--- config.mk ---
export PLATFORM = sky130hd
export DESIGN_NAME = sevenseg_stream_decoder_flat
export DESIGN_NICKNAME = d
export VERILOG_FILES = /design/src/rtl/sevenseg_stream_decoder_pkg.sv /design/src/rtl/sevenseg_stream_decoder_if.sv /design/src/rtl/sevenseg_stream_decoder_pattern_decoder.sv /design/src/rtl/sevenseg_stream_decoder.sv /design/src/flat_wrapper.sv
export SDC_FILE = /design/constraint.sdc
export NUM_CORES = 1
export LEC_CHECK = 0
export CELL_PAD_IN_SITES_DETAIL_PLACEMENT = 0
export CELL_PAD_IN_SITES_GLOBAL_PLACEMENT = 2
export CORE_MARGIN = 10
export CORE_UTILIZATION = 37
export CTS_CLUSTER_SIZE = 14
export DETAILED_ROUTE_END_ITERATION = 8
export GPL_TIMING_DRIVEN = 0
export PLACE_DENSITY_LB_ADDON = 0.1
export SYNTH_ARGS = -nofsm -noshare
export SYNTH_HDL_FRONTEND = slang
export SYNTH_SLANG_ARGS = --single-unit
--- constraint.sdc ---
create_clock -name clk -period 3.5 [get_ports clk]
set_input_delay 0.7 -clock clk [delete_from_list [all_inputs] [get_ports clk]]
set_output_delay 0.7 -clock clk [all_outputs]
set_load 0.005 [all_outputs]
--- src/rtl/sevenseg_stream_decoder_pkg.sv ---
// Shared definitions for the seven-segment stream decoder: segment patterns,
// FSM state encoding and the pattern-decoder result type.
package sevenseg_stream_decoder_pkg;

  // Segment bit order is {g,f,e,d,c,b,a}, active high; bit 0 drives segment a.
  localparam logic [6:0] SEG_BLANK = 7'h00;
  localparam logic [6:0] SEG_0     = 7'h3F;
  localparam logic [6:0] SEG_1     = 7'h06;
  localparam logic [6:0] SEG_2     = 7'h5B;
  localparam logic [6:0] SEG_3     = 7'h4F;
  localparam logic [6:0] SEG_4     = 7'h66;
  localparam logic [6:0] SEG_5     = 7'h6D;
  localparam logic [6:0] SEG_6     = 7'h7D;
  localparam logic [6:0] SEG_7     = 7'h07;
  localparam logic [6:0] SEG_8     = 7'h7F;
  localparam logic [6:0] SEG_9     = 7'h6F;

  typedef enum logic [1:0] {
    ST_IDLE  = 2'd0,
    ST_DIGIT = 2'd1,
    ST_GAP   = 2'd2
  } state_e;

  typedef struct packed {
    logic       known;     // pattern is one of the ten digits
    logic       is_blank;  // all segments off
    logic [3:0] digit;
  } seg_info_t;

endpackage

--- src/rtl/sevenseg_stream_decoder_if.sv ---
// Display-line bundle between a pattern source (master) and the stream
// decoder (slave): segment stream and enable in, decoded number out.
interface sevenseg_stream_decoder_if;
  logic       enable;
  logic [6:0] seg_in;
  logic [7:0] value;
  logic       valid;
  logic       err;
  logic [1:0] digits;

  modport master (output enable, seg_in, input value, valid, err, digits);
  modport slave  (input enable, seg_in, output value, valid, err, digits);
endinterface

--- src/rtl/sevenseg_stream_decoder_pattern_decoder.sv ---
// Combinational lookup from a seven-segment pattern to {known, is_blank, digit}.
module sevenseg_pattern_decoder
  import sevenseg_stream_decoder_pkg::*;
(
  input  logic [6:0] seg,
  output seg_info_t  info
);

  // NOTE: every output gets a default before the case, so no path leaves it unassigned and no latch is inferred.
  always_comb begin
    info = '{known: 1'b1, is_blank: 1'b0, digit: 4'd0};
    case (seg)
      SEG_0:     info.digit = 4'd0;
      SEG_1:     info.digit = 4'd1;
      SEG_2:     info.digit = 4'd2;
      SEG_3:     info.digit = 4'd3;
      SEG_4:     info.digit = 4'd4;
      SEG_5:     info.digit = 4'd5;
      SEG_6:     info.digit = 4'd6;
      SEG_7:     info.digit = 4'd7;
      SEG_8:     info.digit = 4'd8;
      SEG_9:     info.digit = 4'd9;
      SEG_BLANK: begin
        info.known    = 1'b0;
        info.is_blank = 1'b1;
      end
      default:   info.known = 1'b0;
    endcase
  end

endmodule

--- src/rtl/sevenseg_stream_decoder.sv ---
// Rebuilds an 8-bit number from a blank-separated seven-segment digit stream.
// Define SEGDEC_ERR_EN to reject frames with unknown patterns or overflow via err.
module sevenseg_stream_decoder
  import sevenseg_stream_decoder_pkg::*;
#(
  parameter int unsigned STABLE_CYC  = 4,
  parameter int unsigned END_GAP_CYC = 64,
  parameter int unsigned CNT_W       = 8
) (
  input  logic                     clk,
  input  logic                     rst,
  sevenseg_stream_decoder_if.slave bus
);

`ifdef SEGDEC_ERR_EN
  localparam bit ERR_EN = 1'b1;
`else
  localparam bit ERR_EN = 1'b0;
`endif

  localparam logic [CNT_W-1:0] STABLE_MAX = CNT_W'(STABLE_CYC);
  localparam logic [CNT_W-1:0] GAP_LAST   = CNT_W'(END_GAP_CYC - 1);

  logic [6:0]       seg_q, seg_d, cur_q, cur_d;
  logic [CNT_W-1:0] stab_q, stab_d, gap_q, gap_d;
  state_e           state_q, state_d;
  logic [9:0]       acc_q, acc_d, acc_mac;
  logic [1:0]       cnt_q, cnt_d, digits_q, digits_d;
  logic [7:0]       value_q, value_d;
  logic             ovf_q, ovf_d, ferr_q, ferr_d, valid_q, valid_d, err_q, err_d;
  logic             settled, unknown, take_digit, end_frame, mark_err;
  seg_info_t        dec;

  sevenseg_pattern_decoder u_dec (
    .seg  (seg_q),
    .info (dec)
  );

  always_comb begin
    seg_d      = bus.seg_in;
    stab_d     = stab_q;
    state_d    = state_q;
    acc_d      = acc_q;
    cnt_d      = cnt_q;
    cur_d      = cur_q;
    gap_d      = gap_q;
    ovf_d      = ovf_q;
    ferr_d     = ferr_q;
    value_d    = value_q;
    digits_d   = digits_q;
    valid_d    = 1'b0;
    err_d      = 1'b0;
    take_digit = 1'b0;
    end_frame  = 1'b0;
    mark_err   = 1'b0;
    settled    = (stab_q == STABLE_MAX);
    unknown    = !dec.known && !dec.is_blank;
    // Only evaluated with fewer than three digits held, so acc_q <= 99 and the product fits.
    acc_mac    = acc_q * 10'd10 + {6'd0, dec.digit};

    if (!bus.enable) begin
      stab_d  = '0;
      state_d = ST_IDLE;
      acc_d   = '0;
      cnt_d   = '0;
      gap_d   = '0;
      ovf_d   = 1'b0;
      ferr_d  = 1'b0;
    end else begin
      stab_d = (bus.seg_in != seg_q) ? CNT_W'(1) :
               (settled ? stab_q : stab_q + 1'b1);

      case (state_q)
        ST_IDLE: begin
          if (settled && dec.known) begin
            take_digit = 1'b1;
          end else if (ERR_EN && settled && unknown) begin
            mark_err = 1'b1;
            state_d  = ST_GAP;
            gap_d    = STABLE_MAX;
          end
        end
        ST_DIGIT: begin
          // A digit held across many cycles is one digit; only a new pattern counts.
          if (settled && dec.known && seg_q != cur_q) begin
            take_digit = 1'b1;
          end else if (settled && !dec.known) begin
            mark_err = ERR_EN && unknown;
            state_d  = ST_GAP;
            gap_d    = STABLE_MAX;
          end
        end
        ST_GAP: begin
          if (settled && dec.known) begin
            take_digit = 1'b1;
          end else if (!dec.known) begin
            mark_err = ERR_EN && settled && unknown;
            if (gap_q == GAP_LAST) end_frame = 1'b1;
            else                   gap_d     = gap_q + 1'b1;
          end
        end
        default: state_d = ST_IDLE;
      endcase

      if (mark_err) ferr_d = 1'b1;

      if (take_digit) begin
        state_d = ST_DIGIT;
        cur_d   = seg_q;
        if (cnt_q == 2'd3) begin
          ovf_d = 1'b1;
        end else begin
          acc_d = acc_mac;
          cnt_d = cnt_q + 2'd1;
          if (acc_mac > 10'd255) ovf_d = 1'b1;
        end
      end

      if (end_frame) begin
        if (ERR_EN && (ferr_q || mark_err || ovf_q)) begin
          err_d = 1'b1;
        end else begin
          valid_d  = 1'b1;
          value_d  = acc_q[7:0];
          digits_d = cnt_q;
        end
        state_d = ST_IDLE;
        acc_d   = '0;
        cnt_d   = '0;
        gap_d   = '0;
        ovf_d   = 1'b0;
        ferr_d  = 1'b0;
      end
    end
  end

  // NOTE: sequential state uses non-blocking assignments so every flop samples pre-edge values.
  always_ff @(posedge clk) begin
    if (rst) begin
      seg_q    <= '0;
      stab_q   <= '0;
      state_q  <= ST_IDLE;
      acc_q    <= '0;
      cnt_q    <= '0;
      cur_q    <= '0;
      gap_q    <= '0;
      ovf_q    <= 1'b0;
      ferr_q   <= 1'b0;
      value_q  <= '0;
      digits_q <= '0;
      valid_q  <= 1'b0;
      err_q    <= 1'b0;
    end else begin
      seg_q    <= seg_d;
      stab_q   <= stab_d;
      state_q  <= state_d;
      acc_q    <= acc_d;
      cnt_q    <= cnt_d;
      cur_q    <= cur_d;
      gap_q    <= gap_d;
      ovf_q    <= ovf_d;
      ferr_q   <= ferr_d;
      value_q  <= value_d;
      digits_q <= digits_d;
      valid_q  <= valid_d;
      err_q    <= err_d;
    end
  end

  assign bus.value  = value_q;
  assign bus.valid  = valid_q;
  assign bus.err    = err_q;
  assign bus.digits = digits_q;

endmodule

--- src/flat_wrapper.sv ---
// flat-port wrapper written by rule: the top's interface ports become plain ports
module sevenseg_stream_decoder_flat import sevenseg_stream_decoder_pkg::*;
#(
  parameter int unsigned STABLE_CYC  = 4,
  parameter int unsigned END_GAP_CYC = 64,
  parameter int unsigned CNT_W       = 8
)
  (clk, rst, bus_enable, bus_seg_in, bus_value, bus_valid, bus_err, bus_digits);
  sevenseg_stream_decoder_if bus_i ();
  input  logic clk;
  input  logic rst;
  input wire logic [$bits(bus_i.enable)-1:0] bus_enable;
  input wire logic [$bits(bus_i.seg_in)-1:0] bus_seg_in;
  output wire logic [$bits(bus_i.value)-1:0] bus_value;
  output wire logic [$bits(bus_i.valid)-1:0] bus_valid;
  output wire logic [$bits(bus_i.err)-1:0] bus_err;
  output wire logic [$bits(bus_i.digits)-1:0] bus_digits;
  assign bus_i.enable = bus_enable;
  assign bus_i.seg_in = bus_seg_in;
  assign bus_value = bus_i.value;
  assign bus_valid = bus_i.valid;
  assign bus_err = bus_i.err;
  assign bus_digits = bus_i.digits;
  sevenseg_stream_decoder #(.STABLE_CYC(STABLE_CYC), .END_GAP_CYC(END_GAP_CYC), .CNT_W(CNT_W)) u_core (.clk(clk), .rst(rst), .bus(bus_i));
endmodule
==> run metrics, run 1 <==
post-route standard cell area excluding fillers around 3300 um2; CTS tree built; Yosys warning count 0; count of standard-cell rows 32; total overflow reported by the global router 0; Placement Setup Slack 0.453 ns; combined area of all synthesized cells 2900 um2; CP Launch Type flop; share of cell area taken by muxes after synthesis 0.0828; synth-to-layout area growth 14.5%; I/O Buffers 19; WP data arrival between 3 and 4 ns; multi-input combinational cell area roughly 1700 um2; depth of the worst register-to-register path 13; share of flip-flops with an asynchronous set or reset 0; hold_buf cts 0; number of nets at the end of the flow 355; worst min-delay path class reg -> reg; Synth Area in Compound Gates 0.125; synthesized-area fraction occupied by and/or/nand/nor cells 0.201; setup violation total in the final timing report 0; result of the run finished, final reports clean; timing-limited maximum frequency 325 MHz; Peak VDD IR 120 uV; Worst Path Required 3.73 ns; slew at the pin closest to its max-slew limit 0.652 ns; clock latency on the worst-skew pair 0.31 ns; Filler Cells Inserted between 800 and 900; Hold Violations, Final 0; commonest non-fill, non-tap cell in the layout dfxtp_1; drc violations 0; Clock Tree Buf Depth 2; largest net degree at the start of global routing 16; maxcap violations 0; top-level port count 22; sequential cell area fraction in the yosys report 0.366; setup repair after global routing missed its margin no; gate count after technology mapping 303; effective utilization at floorplan 0.377; number of H-tree levels 2; post-layout instance count excluding filler cells 432; number of global-route vias before repair 2,191; number of vias per cell after detailed routing 4.91; first-pass GRT wire length 10,600 um; Clock Skews 0.00444 ns; critical path capture point type flop; Power Dens Cells 320 nW/um2; Avg Synthesized Cell Area 9.57 um2; all-layer global routing usage 0.112; syn_nets 329; final weighted congestion in routability-driven placement 0.725; summed negative setup slack over all endpoints 0 ns; initial antenna violation count 0; largest family of logic cells by synthesized area simple AND/OR/NAND/NOR gates; final WL 6120 um; instance area at placement approximately 3200 um2; final core area utilization 0.432; most used cells in the layout excluding fill and tap cells dfxtp_1, nor2_1, mux2i_1, clkdlybuf4s50_1, xor2_1; Detailed Routing Iterations Pass 1 4; start-to-end type of the worst setup path reg -> reg; fraction of final layout cells with drive strength greater than 1 0.130; total number of vias ~2,100; Detailed Place HPWL 4500 um; final number of max-transition violations 0; Chip Height 109 um; total CTS buffers 5; Sequential Area 1060 um2; number of routed nets with antenna violations 0; slew margin rel. 0.561; die outline area 11,800 um2; core area 7690 um2; crit path setup slack, layout 0.424 ns; largest fanout on the critical path 10; clock transition time at the flip-flop clock pins of the worst setup and hold paths 0.09 ns; Hold Path Stages 2; number of flops mapped to enable cells by yosys 0; average wire per cell in the routed design 14.2 um; clock sinks 53; DP Cell Count around 420; cell chosen for the clock root clkbuf_8; post-CTS sizing 0; Synth Area in Adders 0.0742; count of buffers added by post-CTS timing repair for setup 0; count of different cell masters after synthesis between 50 and 60; starting DRC count in detailed routing 55; Synth Flop Type dfxtp_1; xor and xnor area share after synthesis 0.0997; post-synthesis register bit count 53; Final Hold Slack between 0.4 and 0.5 ns; final period demand of the worst path 3.08 ns; die span in x 109 um; final worst-path cycle share 0.879; Ant. Diodes 0; sum of internal, switching and leakage power 1.06 mW; standby leakage power 1.35 nW
per-layer routing:
metal	share of wire	up-vias	routed length, um	track usage
met5	0	-	0	0
met4	0.0096	0	59	0.0348
met3	0.022	5	132	0.0286
met2	0.47	13	2900	0.184
met1	0.49	1003	3030	0.141
li1	-	1099	-	-
cell families after synthesis:
kind of cell             after synthesis
AND/OR/NAND/NOR                      109
flip-flops                            53
AO/OA/AOI/OAI                         42
XOR/XNOR                              33
buffers and inverters                 25
multiplexers                          24
adder cells (fa/ha/maj)               16
other                                  1
critical path, stage by stage (launching register included):
cell and delay (ns):
dfxtp_1 0.31, buf_4 0.16, or4b_4 0.55, o22ai_2 0.20, a31oi_4 0.16, inv_2 0.13
ha_1 0.19, fa_1 0.23, a21oi_1 0.08, nor2b_1 0.18, nor3b_1 0.29, xnor2_1 0.13
xnor2_1 0.17, a211oi_2 0.23
sequential cells by signal (all words and copies together) (netlist names):
signal,cells
u_core.acc_q,8
u_core.bus.digits,2
u_core.bus.valid,1
u_core.bus.value,8
u_core.cnt_q,2
u_core.cur_q,7
u_core.gap_q,8
u_core.seg_q,7
u_core.stab_q,8
u_core.state_q,2
synthesized netlist by cell type (all sizes together), types with 3 or more instances:
master,instances,area [um2]
nand2b,5,31.3
a211oi,4,45.1
nor4,3,33.8
a21o,4,30.0
nand4,5,31.3
nor2b,11,68.8
nand3,11,55.1
buf,13,100
clkbuf,3,11.3
nor3,3,15.0
a21oi,14,70.1
inv,9,33.8
xnor2,15,131
mux2i,24,240
dfxtp,53,1060
nand2,8,30.0
xor2,18,158
and3,3,18.8
nor2,44,173
o21ai,7,35.0
ha,14,175
nor3b,3,22.5
or3,6,42.5
where the power goes:
| part | switching (mW) | internal, mW |
|---|---|---|
| Sequential | 0.00222 | 0.607 |
| Combinational | 0.0437 | 0.0302 |
| Clock | 0.198 | 0.179 |
| Total | 0.244 | 0.817 |
final timing paths:
kind / start / endpoint / slack [ns]
min reg2reg: u_core.gap_q[5] / u_core.gap_q[5] / 0.48
min: u_core.gap_q[5] / u_core.gap_q[5] / 0.48
max: u_core.seg_q[3] / u_core.acc_q[7] / 0.42
max reg2reg: u_core.seg_q[3] / u_core.acc_q[7] / 0.42
layout make-up:
| cell class | count | share of cell area |
|---|---|---|
| Buffer | 16 | 0.0335 |
| Multi-Input combinational cell | 225 | 0.510 |
| Clock buffer | 7 | 0.0290 |
| Clock inverter | 1 | 0.00151 |
| Inverter | 9 | 0.0102 |
| Tap cell | 102 | 0.0384 |
| Timing Repair Buffer | 19 | 0.0573 |
| Sequential cell | 53 | 0.320 |
(Power assumes the default switching activity.)
==> run 2, diff against run 1 <==
--- a/config.mk
+++ b/config.mk
@@ -8,11 +8,12 @@
 export CELL_PAD_IN_SITES_DETAIL_PLACEMENT = 0
 export CELL_PAD_IN_SITES_GLOBAL_PLACEMENT = 2
 export CORE_MARGIN = 10
-export CORE_UTILIZATION = 37
+export CORE_UTILIZATION = 35
 export CTS_CLUSTER_SIZE = 14
 export DETAILED_ROUTE_END_ITERATION = 8
 export GPL_TIMING_DRIVEN = 0
-export PLACE_DENSITY_LB_ADDON = 0.1
+export PLACE_DENSITY_LB_ADDON = 0.3
+export SKIP_CTS_REPAIR_TIMING = 1
 export SYNTH_ARGS = -nofsm -noshare
 export SYNTH_HDL_FRONTEND = slang
 export SYNTH_SLANG_ARGS = --single-unit
==> run metrics, run 2 (same netlist as run 1, synthesis figures left out) <==
total number of vias ~2,100; fraction of final layout cells with drive strength greater than 1 0.127; CTS tree built; starting DRC count in detailed routing 40; number of vias per cell after detailed routing 4.85; met1 wire length 3060 um; maxcap violations 0; clock latency on the worst-skew pair 0.30 ns; drc violations 0; initial antenna violation count 0; Detailed Routing Iterations Pass 1 4; average wire per cell in the routed design approximately 14 um; die outline area between 10,000 and 15,000 um2; standby leakage power approximately 1.3 nW; Ant. Diodes 0; most prevalent standard cell on the critical path xnor2_1; Detailed Place HPWL 4440 um; Clock Tree Buf Depth 2; number of nets at the end of the flow 355; number of global-route vias before repair 2,179; core area 8130 um2; die span in x 111 um; effective utilization at floorplan 0.357; synth-to-layout area growth 13.9%; sum of internal, switching and leakage power 1.02 mW; Peak VDD IR between 100 and 150 uV; top routing layer in use met4; Worst Path Required 3.74 ns; start-to-end type of the worst setup path reg -> reg; final worst-path cycle share 0.890; total overflow reported by the global router 0; number of H-tree levels 2; Filler Cells Inserted ~830; commonest non-fill, non-tap cell in the layout dfxtp_1; final WL 6100 um; count of standard-cell rows 33; Power Dens Cells a little over 300 nW/um2; multi-input combinational cell area 1690 um2; cell chosen for the clock root clkbuf_8; setup repair after global routing missed its margin no; critical path capture point type flop; timing-limited maximum frequency between 300 and 400 MHz; Sequential Area 1060 um2; routed length on met2 2830 um; final period demand of the worst path 3.12 ns; slew at the pin closest to its max-slew limit 0.678 ns; Clock Skews 0.00765 ns; setup violation total in the final timing report 0; result of the run finished, final reports clean; top-level port count 22; largest fanout on the critical path 10; number of routed nets with antenna violations 0; met3 wirelength from detailed routing about 150 um; worst reg-to-reg setup slack 0.38 ns; summed negative setup slack over all endpoints 0 ns; worst min-delay path class reg -> reg; final weighted congestion in routability-driven placement 0.755; crit path cell chain buf_2 -> or4b_4 -> o22ai_2 -> a31oi_4 -> inv_2 -> ha_1 -> fa_1 -> a21oi_1 -> nor2b_1 -> nor3b_1 -> xnor2_1 -> xnor2_1 -> a211oi_2; total CTS buffers 5; peak per-stage delay on the critical path 0.54 ns; first-pass GRT wire length 10,600 um; final number of max-transition violations 0; I/O Buffers 19; slew margin rel. 0.544; largest net degree at the start of global routing 16; Hold Violations, Final 0; WP data arrival 3.35 ns; CP Launch Type flop; clock transition time at the flip-flop clock pins of the worst setup and hold paths 0.10 ns; most used cells in the layout excluding fill and tap cells dfxtp_1, nor2_1, mux2i_1, clkdlybuf4s50_1, xor2_1; Chip Height 111 um; all-layer global routing usage 0.0996; Slowest cell on crit path or4b_4; clock sinks 53
[run 2: cell types whose count changed in the layout (fill, tap and decap cells not counted)]
cell      delta
clkbuf_1     +1
clkbuf_8     -2
clkinv_2     +1
[run 2: power by group]
part	total [mW]	leakage (nW)	switching (mW)	internal (mW)
registers	0.609	0.429	0.00210	0.607
clock network	0.338	0.0450	0.198	0.139
logic	0.0744	0.865	0.0442	0.0303
total	1.02	1.34	0.245	0.777
[run 2: stage by stage]
stage	setup slack (ns)	area (um2)	hold slack, ns	utilization	instances
6_report	0.383	3300	0.491	0.406	435
5_1_grt	0.178	3300	0.521	0.406	435
4_1_cts	0.408	3300	0.492	0.406	435
3_5_place_dp	0.443	3220	0.478	0.396	427
3_3_place_gp	0.468	3220	0.469	0.396	427
2_1_floorplan	0.781	2900	0.454	-	303
[run 2: cell type report]
class | instances | area share
clock buffers | 6 | 0.0220
flip-flops and latches | 53 | 0.321
repair buffers | 19 | 0.0576
clock inverters | 2 | 0.00303
well taps | 105 | 0.0398
inverters | 9 | 0.0102
plain buffers | 16 | 0.0337
multi-input cells | 225 | 0.513
[run 2: path summary, 6_finish.rpt]
path / startpoint / to / cells after the start
hold / removal: u_core.gap_q[7] / u_core.gap_q[7] / 2
setup reg to reg: u_core.seg_q[5] / u_core.acc_q[7] / 13
hold reg to reg: u_core.gap_q[7] / u_core.gap_q[7] / 2
setup / recovery: u_core.seg_q[5] / u_core.acc_q[7] / 13
[run 2: worst max-delay path: cells and delay by family (launching register included)]
| family | cells | cell delay (ns) |
|---|---|---|
| simple gates | 3 | 1.08 |
| compound gates | 4 | 0.64 |
| fa+ha+maj | 2 | 0.40 |
| buf+inv | 2 | 0.32 |
| xor+xnor | 2 | 0.30 |
| flops | 1 | 0.30 |
[run 2: per-layer routing]
layer	up-vias	track usage
met5	-	0
met4	0	0.0249
li1	1094	-
met3	6	0.0211
met1	987	0.129
met2	23	0.163
==> run 3, diff against run 2 <==
--- a/config.mk
+++ b/config.mk
@@ -5,6 +5,7 @@
 export SDC_FILE = /design/constraint.sdc
 export NUM_CORES = 1
 export LEC_CHECK = 0
+export ABC_CLOCK_PERIOD_IN_PS = 3500
 export CELL_PAD_IN_SITES_DETAIL_PLACEMENT = 0
 export CELL_PAD_IN_SITES_GLOBAL_PLACEMENT = 2
 export CORE_MARGIN = 10
==> results of run 3 <==
No change in the layout: final DEF, timing and power equal those of run 2.
